## src/rtl/mul_div_seq_pkg.sv

```systemverilog
// Shared definitions for the multi-cycle multiply/divide sequencer:
// FSM encoding, operation codes and the default operand width.
package mul_div_seq_pkg;

  localparam int WIDTH_DEF = 32;

  typedef enum logic [1:0] {
    IDLE = 2'd0,
    RUN  = 2'd1,
    DONE = 2'd2
  } state_t;

  localparam logic OP_MUL = 1'b0;
  localparam logic OP_DIV = 1'b1;

endpackage

```

## src/rtl/mul_div_seq_if.sv

```systemverilog
// Request/result bundle between the ALU control (master) and the sequencer (slave).
// start is a request pulse, sampled only while the sequencer is in IDLE or DONE;
// there is no ready signal, the caller must hold off while busy is high.
// done is a one-cycle pulse, and the result fields hold until the next completion.
interface mul_div_seq_if #(
  parameter int WIDTH = 32
);
  logic             start;
  logic             op;
  logic [WIDTH-1:0] a;
  logic [WIDTH-1:0] b;
  logic             busy;
  logic             done;
  logic [WIDTH-1:0] result_lo;
  logic [WIDTH-1:0] result_hi;
  logic             div_by_zero;
  logic             z;

  modport master (
    output start, op, a, b,
    input  busy, done, result_lo, result_hi, div_by_zero, z
  );

  modport slave (
    input  start, op, a, b,
    output busy, done, result_lo, result_hi, div_by_zero, z
  );
endinterface

```

## src/rtl/mul_div_seq_add_sub_w.sv

```systemverilog
// Combinational WIDTH+1-bit adder/subtractor shared by the multiply and divide steps.
// sub=1 computes x - y as x + ~y + 1, so sum[WIDTH] is the borrow indicator.
module add_sub_w #(
  parameter int WIDTH = 32
) (
  input  logic [WIDTH:0] x,
  input  logic [WIDTH:0] y,
  input  logic           sub,
  output logic [WIDTH:0] sum
);

  assign sum = x + (sub ? ~y : y) + {{WIDTH{1'b0}}, sub};

endmodule

```

## src/rtl/mul_div_seq.sv

```systemverilog
// Multi-cycle unsigned shift-add multiplier and restoring divider, one bit per clock.
// Working registers work_hi/work_lo hold {P_hi,P_lo} for multiply and {R,Q} for divide.
module mul_div_seq
  import mul_div_seq_pkg::*;
#(
  parameter int WIDTH = WIDTH_DEF
) (
  input  logic           clk,
  input  logic           reset,
  mul_div_seq_if.slave   bus,
  output state_t         dbg_state
);

  localparam int CW = $clog2(WIDTH);
  localparam logic [CW-1:0] LAST = CW'(WIDTH - 1);

  state_t           state;
  logic [CW-1:0]    count;
  logic             op_r;
  logic [WIDTH-1:0] b_r;
  logic [WIDTH-1:0] work_hi;
  logic [WIDTH-1:0] work_lo;

  logic             busy_r;
  logic             done_r;
  logic [WIDTH-1:0] res_lo_r;
  logic [WIDTH-1:0] res_hi_r;
  logic             dbz_r;
  logic             z_r;

  logic [WIDTH:0]   sh;
  logic [WIDTH:0]   add_x;
  logic [WIDTH:0]   add_y;
  logic             add_sub;
  logic [WIDTH:0]   add_sum;
  logic [WIDTH-1:0] next_hi;
  logic [WIDTH-1:0] next_lo;

  always_comb begin
    sh      = {work_hi, work_lo[WIDTH-1]};
    add_x   = '0;
    add_y   = '0;
    add_sub = 1'b0;
    if (op_r == OP_DIV) begin
      add_x   = sh;
      add_y   = {1'b0, b_r};
      add_sub = 1'b1;
    end else begin
      add_x   = {1'b0, work_hi};
      add_y   = {1'b0, (work_lo[0] ? b_r : '0)};
      add_sub = 1'b0;
    end
  end

  add_sub_w #(.WIDTH(WIDTH)) u_add_sub (
    .x   (add_x),
    .y   (add_y),
    .sub (add_sub),
    .sum (add_sum)
  );

  // Multiply: the carry-out of the partial sum shifts into the MSB of P_hi.
  // Divide: a clear borrow bit means the trial subtraction fits.
  always_comb begin
    next_hi = work_hi;
    next_lo = work_lo;
    if (op_r == OP_DIV) begin
      if (!add_sum[WIDTH]) begin
        next_hi = add_sum[WIDTH-1:0];
        next_lo = {work_lo[WIDTH-2:0], 1'b1};
      end else begin
        next_hi = sh[WIDTH-1:0];
        next_lo = {work_lo[WIDTH-2:0], 1'b0};
      end
    end else begin
      next_hi = add_sum[WIDTH:1];
      next_lo = {add_sum[0], work_lo[WIDTH-1:1]};
    end
  end

  always_ff @(posedge clk) begin
    if (reset) begin
      state    <= IDLE;
      count    <= '0;
      op_r     <= OP_MUL;
      b_r      <= '0;
      work_hi  <= '0;
      work_lo  <= '0;
      busy_r   <= 1'b0;
      done_r   <= 1'b0;
      res_lo_r <= '0;
      res_hi_r <= '0;
      dbz_r    <= 1'b0;
      z_r      <= 1'b0;
    end else begin
      done_r <= 1'b0;
      case (state)
        IDLE, DONE: begin
          if (bus.start) begin
            op_r <= bus.op;
            b_r  <= bus.b;
            if (bus.op == OP_DIV && bus.b == '0) begin
              state    <= DONE;
              busy_r   <= 1'b0;
              done_r   <= 1'b1;
              res_lo_r <= '1;
              res_hi_r <= bus.a;
              dbz_r    <= 1'b1;
              z_r      <= 1'b0;
            end else begin
              state   <= RUN;
              busy_r  <= 1'b1;
              count   <= '0;
              work_hi <= '0;
              work_lo <= bus.a;
            end
          end else begin
            state  <= IDLE;
            busy_r <= 1'b0;
          end
        end
        RUN: begin
          work_hi <= next_hi;
          work_lo <= next_lo;
          if (count == LAST) begin
            state    <= DONE;
            busy_r   <= 1'b0;
            done_r   <= 1'b1;
            res_lo_r <= next_lo;
            res_hi_r <= next_hi;
            dbz_r    <= 1'b0;
            z_r      <= (next_lo == '0);
          end else begin
            count <= count + 1'b1;
          end
        end
        default: begin
          state  <= IDLE;
          busy_r <= 1'b0;
        end
      endcase
    end
  end

  assign bus.busy        = busy_r;
  assign bus.done        = done_r;
  assign bus.result_lo   = res_lo_r;
  assign bus.result_hi   = res_hi_r;
  assign bus.div_by_zero = dbz_r;
  assign bus.z           = z_r;
  assign dbg_state       = state;

endmodule
```

## src/flat_wrapper.sv

```systemverilog
// flat-port wrapper written by rule: the top's interface ports become plain ports
module mul_div_seq_flat import mul_div_seq_pkg::*;
#(
  parameter int WIDTH = WIDTH_DEF
)
  (clk, reset, dbg_state, bus_start, bus_op, bus_a, bus_b, bus_busy, bus_done, bus_result_lo, bus_result_hi, bus_div_by_zero, bus_z);
  mul_div_seq_if #(.WIDTH(WIDTH)) bus_i ();
  input  logic clk;
  input  logic reset;
  output state_t dbg_state;
  input wire logic [$bits(bus_i.start)-1:0] bus_start;
  input wire logic [$bits(bus_i.op)-1:0] bus_op;
  input wire logic [$bits(bus_i.a)-1:0] bus_a;
  input wire logic [$bits(bus_i.b)-1:0] bus_b;
  output wire logic [$bits(bus_i.busy)-1:0] bus_busy;
  output wire logic [$bits(bus_i.done)-1:0] bus_done;
  output wire logic [$bits(bus_i.result_lo)-1:0] bus_result_lo;
  output wire logic [$bits(bus_i.result_hi)-1:0] bus_result_hi;
  output wire logic [$bits(bus_i.div_by_zero)-1:0] bus_div_by_zero;
  output wire logic [$bits(bus_i.z)-1:0] bus_z;
  assign bus_i.start = bus_start;
  assign bus_i.op = bus_op;
  assign bus_i.a = bus_a;
  assign bus_i.b = bus_b;
  assign bus_busy = bus_i.busy;
  assign bus_done = bus_i.done;
  assign bus_result_lo = bus_i.result_lo;
  assign bus_result_hi = bus_i.result_hi;
  assign bus_div_by_zero = bus_i.div_by_zero;
  assign bus_z = bus_i.z;
  mul_div_seq #(.WIDTH(WIDTH)) u_core (.clk(clk), .reset(reset), .bus(bus_i), .dbg_state(dbg_state));
endmodule
```

## config.mk

```make
export PLATFORM = sky130hd
export DESIGN_NAME = mul_div_seq_flat
export DESIGN_NICKNAME = d
export VERILOG_FILES = /design/src/rtl/mul_div_seq_pkg.sv /design/src/rtl/mul_div_seq_if.sv /design/src/rtl/mul_div_seq_add_sub_w.sv /design/src/rtl/mul_div_seq.sv /design/src/flat_wrapper.sv
export SDC_FILE = /design/constraint.sdc
export NUM_CORES = 1
export LEC_CHECK = 0
export BUFFER_PORTS_ARGS = -buffer_cell sky130_fd_sc_hd__buf_2
export CAP_MARGIN = 40
export CORE_UTILIZATION = 29
export DETAILED_ROUTE_END_ITERATION = 10
export PLACE_DENSITY = 0.51
export REMOVE_ABC_BUFFERS = 1
export SKIP_LAST_GASP = 1
export SLEW_MARGIN = 30
export SYNTH_ARGS = -nofsm -noshare
export SYNTH_HDL_FRONTEND = slang
export SYNTH_SLANG_ARGS = --single-unit
```

## constraint.sdc

```tcl
create_clock -name clk -period 12.15 [get_ports clk]
set_input_delay 1.8225 -clock clk [delete_from_list [all_inputs] [get_ports clk]]
set_output_delay 1.8225 -clock clk [all_outputs]
set_load 0.02 [all_outputs]
```

== After elaboration in Yosys (flattened, before gate mapping) ==
Cells that the tools add are included.
Operators by class
  $add $sub $neg: 3
  equal/unequal tests: 8
  mux-type cells: 46
  bitwise logic cells: 1
  reduce and logical (&&, ||, !) cells: 10
Operators by type and width (count)
  $mux W32: 15
  $pmux W32 S2: 4
  $mux W33: 2
  $logic_not A32 Y1: 2
  $add A33 B1 Y33: 1
  $add A33 B33 Y33: 1
  $not A32 Y33: 1
  $mux W5: 3
  $mux W1: 13
  $pmux W5 S2: 1
  $pmux W1 S2: 4
  $reduce_and A4 Y1: 2
  $mux W2: 3
  $ne A2 B2 Y1 const B: 3
  $add A5 B1 Y5 const B: 1
  $eq A5 B5 Y1 const B: 1
  $ne A2 B1 Y1 const B: 2
  $pmux W2 S2: 1
  $reduce_and A3 Y1: 1
  $eq A2 B1 Y1 const B: 1
  $eq A2 B2 Y1 const B: 1
  $logic_not A2 Y1: 1
  $reduce_and A2 Y1: 1
  $reduce_bool A2 Y1: 1
  2 further kinds: 2
Word-level totals
  register bits after elaboration: 172

== Logic depth before layout (Yosys ltp) ==
Gate-level depths: netlist (run 1).
  depth after elaboration: 11
  mapped depth: 21
  depth with buffers taken out: 14

== Modules after synthesis ==
Synthesis (run 1) repeated with hierarchy kept, for this count alone.
Unflattened totals
  cells, all modules: 1210
  area total of the unflattened synthesis: 10189.8 um2
Modules (own cells, without submodules)
  mul_div_seq: instances 1, cells each 917, area an instance 8164.1 um2, seq. area each 3443.3 um2
  add_sub_w: instances 1, cells each 293, area an instance 2025.7 um2, seq. area each 0.0 um2

== Worst setup path before layout (run 1) ==
No wires, ideal clock.
  path kind: flip-flop to flip-flop
  start: register u_core.op_r
  end: register u_core.res_hi_r[20] (netlist: u_core.bus.result_hi[20])
  data arrival time: 4771 ps
  required time: 12001 ps
  setup slack: 7230 ps
  cell stages (with the launch flop): 18
  buffers on the path: 6
  clock period less this slack: 4920 ps
  cells stage by stage: dfxtp_1 -> clkbuf_1 -> clkbuf_1 -> buf_1 -> clkbuf_1 -> buf_1 -> mux2_2 -> ha_1 -> a21o_1 -> a31oi_2 -> o22ai_1 -> or3_4 -> o21ai_4 -> mux2i_4 -> buf_6 -> nor4_2 -> a211oi_1 -> a311oi_2
Between the ends
  longest elaborated chain between the ends: 9
  elaborated cells on any way between the ends: 11
  classes of those cells: add/sub: 2; mux: 8; bitwise: 1
RTL lines
  start, declared: RTL line mul_div_seq.sv:19  | logic op_r;
  start signal, assigned: RTL line mul_div_seq.sv:100  | op_r <= bus.op;
  $mux W32: RTL line mul_div_seq.sv:44  | if (op_r == OP_DIV) begin
  $not A32 Y33: RTL line mul_div_seq_add_sub_w.sv:12  | assign sum = x + (sub ? ~y : y) + {{WIDTH{1'b0}}, sub};
  $mux W33: RTL line mul_div_seq_add_sub_w.sv:12
  $add A33 B33 Y33: RTL line mul_div_seq_add_sub_w.sv:12
  $add A33 B1 Y33: RTL line mul_div_seq_add_sub_w.sv:12
  $mux W32: RTL line mul_div_seq.sv:68  | if (!add_sum[WIDTH]) begin
  $mux W32 (*): RTL line mul_div_seq.sv:67  | if (op_r == OP_DIV) begin
  $mux W32 (*): RTL line mul_div_seq.sv:125  | if (count == LAST) begin
  $pmux W32 S2 (*): RTL line mul_div_seq.sv:97  | case (state)
  end signal, assigned: RTL line mul_div_seq.sv:107  | res_hi_r <= bus.a;
  end signal, assigned: RTL line mul_div_seq.sv:130  | res_hi_r <= next_hi;
  end, declared: RTL line mul_div_seq.sv:27  | logic [WIDTH-1:0] res_hi_r;
Every way passes the cells marked *; elsewhere a longest branch is shown, timed or not. The select of a mux whose other input is x is not followed.
A chain may end at the register's enable or synchronous reset.

== Final worst setup path (run 1) ==
  start: register u_core.op_r
  end: register u_core.res_hi_r[27] (netlist: u_core.bus.result_hi[27])
Same word-level chain as after synthesis.

==> impl_metrics.json, run 1 <==
{
  "crit_path_end_kind": "flip-flop",
  "wl_per_cell_um": 19.6,
  "cts_tree": "yes",
  "place_ws_ns": 7.00,
  "clk_latency_ns": 0.46,
  "htree_levels": 4,
  "ir_drop_v": 0.0000960,
  "rsz0062_at_grt": "no",
  "multi_input_area_um2": 6790,
  "cts_made_buffers": 17,
  "grt.total_usage_pct": 20.0,
  "postCtsHoldBufs": 0,
  "slew_headroom_pct": 46.1,
  "grt_pass1_wl_um": 59100,
  "dieHeight_um": 194,
  "synthFlopType": "dfxtp_1",
  "core_um2": 35900,
  "r2r_start": "u_core.op_r",
  "diodes": 0,
  "fin_crit_ns": 5.07,
  "die_area_um2": 37700,
  "die_x_um": 194,
  "drv_cap": 0,
  "r2r-end": "u_core.bus.result_hi[27]",
  "clock-root-buffer": "clkbuf_16",
  "post-route-util_pct": 34.4,
  "mostFrequentLayoutCells": "236 x nand2_1, 170 x dfxtp_1, 136 x buf_2, 120 x a21oi_1, 114 x nor2_1",
  "slew_viol_final": 0,
  "ant_nets": 0,
  "grt_max_degree": 70,
  "power_per_cell_area_nw_per_um2": 126,
  "ys_seq_area_share_pct": 32.0,
  "arrival_ns": 5.44,
  "status": "complete, no violations",
  "r2r_setup_slack_ns": 7.08,
  "cp_max_fo": 60,
  "startpoint": "u_core.op_r",
  "routabilityCongestion": 0.849,
  "nets": 1546,
  "syn_to_final_growth_pct": 15.4,
  "clk_pin_slew_ns": 0.08,
  "syn_area_per_cell_um2": 7.74,
  "setup_viol": 0,
  "synth_cell_types": 72,
  "hold_slack_ns": 0.471,
  "fin_crit_sh_pct": 41.7,
  "synth_warnings": 0,
  "cts_buffer_depth": 2,
  "syn_inst": 1382,
  "vias": 10400,
  "pin_count": 138,
  "hpwl_um": 27300,
  "final_common_cell": "nand2_1",
  "finalSetupTns_ns": 0,
  "antenna_found_initial": 0,
  "max_freq_mhz": 197,
  "synth_area_um2": 10700,
  "cp.required_ns": 12.51,
  "fillers": 3784,
  "cts_resized": 0,
  "holdPathStages": 2,
  "io_buffers": 137,
  "cp-start-kind": "flip-flop",
  "drt_iter0_drc": 771,
  "dr.pass1.iters": 5,
  "drc": 0,
  "vias_per_cell": 5.45,
  "power.leakage_nw": 4.65,
  "finalWirelength_um": 37700,
  "hold_end": "u_core.bus.z",
  "worst_pin_slew_ns": 0.797,
  "layout-drive-gt1-share_pct": 18.9,
  "grt_pass1_vias": 9989,
  "rr_worst_depth": 14,
  "setup_ws_ns": 7.08,
  "cts.sink_count": 171,
  "synthArstFlopShare_pct": 0,
  "synth_edf_count": 0,
  "start_util_pct": 29.8,
  "fin_worst_skew_ns": 0.0178,
  "register_area_um2": 3430,
  "placementRows": 69,
  "ys_ff_latch": 171,
  "crit_type": "reg2reg",
  "globalRoute.totalOverflow": 0,
  "hold_path_class": "reg2reg",
  "worstHoldStart": "u_core.bus.z",
  "cts_setup_buffers": 0,
  "final-hold-violation-count": 0
}
## metal layers
layer	up-vias	global-route usage, %	part of all wire [%]
li1	5148	-	-
met3	17	2.90	3.8
met1	5035	27.0	47
met5	-	0	0
met2	248	33.6	48
met4	0	4.00	0.84
## power breakdown
part / internal, W / switching, W
clock network: 0.000309 / 0.000266
registers: 0.000598 / 0.0000340
logic: 0.000118 / 0.000235
## worst max-delay path, stage by stage (launching register included)
cell      delay (ns)
dfxtp_4         0.68
inv_1           0.33
buf_4           0.38
o21ai_0         0.52
ha_1            0.32
nand2b_1        0.11
a211oi_1        0.45
o21ai_0         0.26
a21oi_2         0.32
o21ai_4         0.15
mux2i_4         0.16
buf_4           0.40
o21ai_0         0.16
a311o_1         0.42
a311oi_1        0.26
## Yosys cell counts, types with 9 or more instances
master,n,share of area (%)
clkbuf_1,92,3.2
a21oi_1,120,5.6
mux2i_1,31,2.9
inv_1,17,0.60
nand3_1,61,2.9
nor4_2,12,1.4
buf_1,13,0.46
and2_1,37,2.2
xor2_1,11,0.90
xnor2_1,15,1.2
nor4_1,10,0.58
dfxtp_1,171,32
a211oi_1,46,3.2
nand4_1,17,0.99
a311oi_2,15,2.1
and3_1,15,0.88
nand2_1,237,8.3
mux2_2,31,3.3
nor3_1,30,1.4
o21ai_0,59,2.8
nor2b_1,9,0.53
nor2_1,116,4.1
a311oi_1,48,3.9
nand2b_1,11,0.64
ha_1,33,3.9
## cells by family (layout without fill, tap and decap cells)
| group | after synthesis | after routing | synth area share, % |
|---|---|---|---|
| and+or+nand+nor | 591 | 591 | 26.8 |
| AOI/OAI and AO/OA | 364 | 364 | 23.5 |
| DFF | 171 | 171 | 32.0 |
| buffers and inverters | 132 | 207 | 4.97 |
| muxes | 64 | 64 | 6.51 |
| adders and majority gates | 34 | 34 | 4.05 |
| xor gates and xnor gates | 26 | 26 | 2.13 |
## final cells by class
| class | instances | area share [%] |
|---|---|---|
| multi-input combinational | 1079 | 55.0 |
| sequential | 171 | 27.7 |
| timing repair buffer | 158 | 7.33 |
| tap | 461 | 4.67 |
| clock buffer | 19 | 3.50 |
| clock inverter | 13 | 1.27 |
| inverter | 17 | 0.517 |
## state kept, by name (all words and copies together) (netlist names)
name	cells
u_core.b_r	32
u_core.bus.result_hi	32
u_core.bus.result_lo	32
u_core.work_hi	32
u_core.work_lo	32
u_core.count	5
u_core.dbg_state	2
u_core.bus.div_by_zero	1
u_core.bus.done	1
u_core.bus.z	1
u_core.op_r	1
## worst max-delay path by stage
stage | endpoint | cells after the start
floorplan | u_core.bus.result_hi[0] | 12
global placement | u_core.bus.result_hi[18] | 15
detailed placement | u_core.bus.result_hi[18] | 13
CTS | u_core.bus.result_hi[18] | 14
global route | u_core.bus.result_hi[27] | 14
finish | u_core.bus.result_hi[27] | 14
## stage by stage
| step | std cells | instance area [µm²] | total power, W |
|---|---|---|---|
| 3_5_place_dp | 1885 | 11700 | 0.000996 |
| 2_1_floorplan | 1267 | 10200 | 0.000859 |
| 4_1_cts | 1917 | 12300 | 0.00157 |
| 5_1_grt | 1918 | 12400 | 0.00163 |
| 3_3_place_gp | 1881 | 11700 | 0.000991 |
| 6_report | 1918 | 12400 | 0.00156 |
No activity file was read; power rests on OpenSTA's default activity.
==> inputs of run 2 (changes only) <==
--- a/config.mk
+++ b/config.mk
@@ -9,7 +9,7 @@
 export CAP_MARGIN = 40
 export CORE_UTILIZATION = 29
 export DETAILED_ROUTE_END_ITERATION = 10
-export PLACE_DENSITY = 0.51
+export PLACE_DENSITY = 0.52
 export REMOVE_ABC_BUFFERS = 1
 export SKIP_LAST_GASP = 1
 export SLEW_MARGIN = 30
==> constraint.sdc (replaced) <==
create_clock -name clk -period 4.2 [get_ports clk]
set_input_delay 0.63 -clock clk [delete_from_list [all_inputs] [get_ports clk]]
set_output_delay 0.63 -clock clk [all_outputs]
set_load 0.02 [all_outputs]
==> impl_metrics.json, run 2 (synthesized netlist as in run 1, its figures left out) <==
{
  "clk_pin_slew_ns": 0.08,
  "finalWirelength_um": 36900,
  "slew_viol_final": 0,
  "final-hold-violation-count": 0,
  "postCtsHoldBufs": 0,
  "ir_drop_v": 0.000275,
  "pin_count": 138,
  "cts_made_buffers": 17,
  "path_delay_family": "compound AO/OA/AOI/OAI gates",
  "r2r_start": "u_core.op_r",
  "ant_nets": 0,
  "drv_cap": 0,
  "io_buffers": 137,
  "fin_crit_ns": 3.99,
  "switching_share_pct": 34.3,
  "startpoint": "u_core.op_r",
  "crit_chain": "buf_16 -> buf_6 -> mux2_2 -> ha_1 -> a21oi_1 -> o221ai_1 -> inv_1 -> a21oi_2 -> o21ai_4 -> mux2i_4 -> buf_12 -> nor3_1 -> o31ai_1 -> buf_4 -> a311oi_1",
  "die_area_um2": 37700,
  "arrival_ns": 4.28,
  "cts_buffer_depth": 2,
  "power_per_cell_area_nw_per_um2": 354,
  "cp-start-kind": "flip-flop",
  "postPlaceCellArea_um2": 12100,
  "vias_per_cell": 5.42,
  "start_util_pct": 29.8,
  "setup_viol": 0,
  "drt_iter0_drc": 879,
  "p_int_w": 0.00295,
  "cts_tree": "yes",
  "numPlacedInstances": 1925,
  "crit_type": "reg2reg",
  "grt_pass1_vias": 10200,
  "hpwl_um": 27600,
  "power.share.sequential_pct": 40.5,
  "cts_resized": 0,
  "crit_path_end_kind": "flip-flop",
  "post-route-util_pct": 35.3,
  "placementRows": 69,
  "grt_max_degree": 91,
  "cts_setup_buffers": 0,
  "rsz0062_at_grt": "no",
  "mostFrequentLayoutCells": "237 x nand2_1, 170 x dfxtp_1, 136 x buf_2, 119 x a21oi_1, 114 x nor2_1",
  "fin_area_um2": 12700,
  "p_switching_w": 0.00154,
  "die_x_um": 194,
  "cts.sink_count": 171,
  "fin_crit_sh_pct": 95.0,
  "clkPwrFrac_pct": 35.3,
  "nets": 1585,
  "final_common_cell": "nand2_1",
  "drc": 0,
  "fin_worst_skew_ns": 0.0132,
  "clk_latency_ns": 0.45,
  "syn_to_final_growth_pct": 18.5,
  "worstHoldStart": "bus_b[18]",
  "layout-drive-gt1-share_pct": 21.5,
  "slowest_stage": "dfxtp_4",
  "routabilityCongestion": 0.939,
  "slew_headroom_pct": 43.3,
  "path_buf_inv": 5,
  "register_area_um2": 3430,
  "vias": 10600,
  "power.leakage_nw": 4.84,
  "fillers": 3870,
  "core_um2": 35900,
  "globalRoute.totalOverflow": 0,
  "diodes": 0,
  "power.total_w": 0.00449,
  "clock-root-buffer": "clkbuf_16",
  "worst_pin_slew_ns": 0.851,
  "multi_input_area_um2": 6830,
  "grt_pass1_wl_um": 58600,
  "dieHeight_um": 194,
  "wl_per_cell_um": 18.9,
  "max_freq_mhz": 251,
  "grt.total_usage_pct": 19.7,
  "cp_max_fo": 63,
  "dr.pass1.iters": 6,
  "slowest_delay_ns": 0.38,
  "htree_levels": 4,
  "hold_path_class": "in2reg",
  "power.share.combinational_pct": 24.1,
  "cp.required_ns": 4.49,
  "status": "complete, no violations",
  "instances_no_fill": 1957,
  "antenna_found_initial": 0
}
## run 2: changes by cell type in the layout (fill, tap and decap cells not counted), sizes merged
cell           change
clkbuf             -1
bufinv             -1
inv                -1
buf               +40
clkinv             +1
clkdlybuf4s15      -1
clkinvlp           +2
## run 2: through the flow
step	hold slack (ns)	setup slack (ns)	TNS, ns
global route	0.419	0.0155	0
finish	0.422	0.211	0
detailed placement	0.464	0.0924	0
CTS	0.410	0.0734	0
floorplan	0.440	-4.23	-309.37
global placement	0.459	0.138	0
## run 2: power by group through the flow
stage / logic [W] / clock network (W) / registers (W)
6_report: 0.00108 / 0.00159 / 0.00182
5_1_grt: 0.00119 / 0.00169 / 0.00184
4_1_cts: 0.00108 / 0.00162 / 0.00182
3_5_place_dp: 0.00107 / 0 / 0.00186
3_3_place_gp: 0.00106 / 0 / 0.00186
2_1_floorplan: 0.000590 / 0 / 0.00189
## run 2: worst register-to-register path, stage by stage, from the launching register on
cell,delay [ns]
dfxtp_4,0.38
buf_16,0.24
buf_6,0.34
mux2_2,0.37
ha_1,0.25
a21oi_1,0.32
o221ai_1,0.24
inv_1,0.14
a21oi_2,0.10
o21ai_4,0.26
mux2i_4,0.38
buf_12,0.19
nor3_1,0.06
o31ai_1,0.31
buf_4,0.18
a311oi_1,0.08
## run 2: layout make-up
| type | instances | area share, % |
|---|---|---|
| Inverter | 17 | 0.503 |
| Clock inverter | 14 | 1.08 |
| Multi-Input combinational cell | 1079 | 53.8 |
| Timing Repair Buffer | 197 | 9.65 |
| Clock buffer | 18 | 3.38 |
| Tap cell | 461 | 4.55 |
| Sequential cell | 171 | 27.0 |
## run 2: layer usage
| layer | vias to the layer above | routed length, µm | track usage, % |
|---|---|---|---|
| li1 | 5216 | - | - |
| met1 | 5047 | 17200 | 26.1 |
| met2 | 294 | 17200 | 32.2 |
| met3 | 45 | 1750 | 3.57 |
| met4 | 0 | 847 | 6.06 |
| met5 | - | 0 | 0 |
## run 2: final timing paths
| kind | to | slack (ns) | depth (start not counted) |
|---|---|---|---|
| setup / recovery | u_core.bus.result_hi[29] | 0.21 | 15 |
| hold / removal | u_core.b_r[18] | 0.42 | 3 |
| setup reg to reg | u_core.bus.result_hi[29] | 0.21 | 15 |
| hold reg to reg | u_core.b_r[19] | 0.47 | 2 |
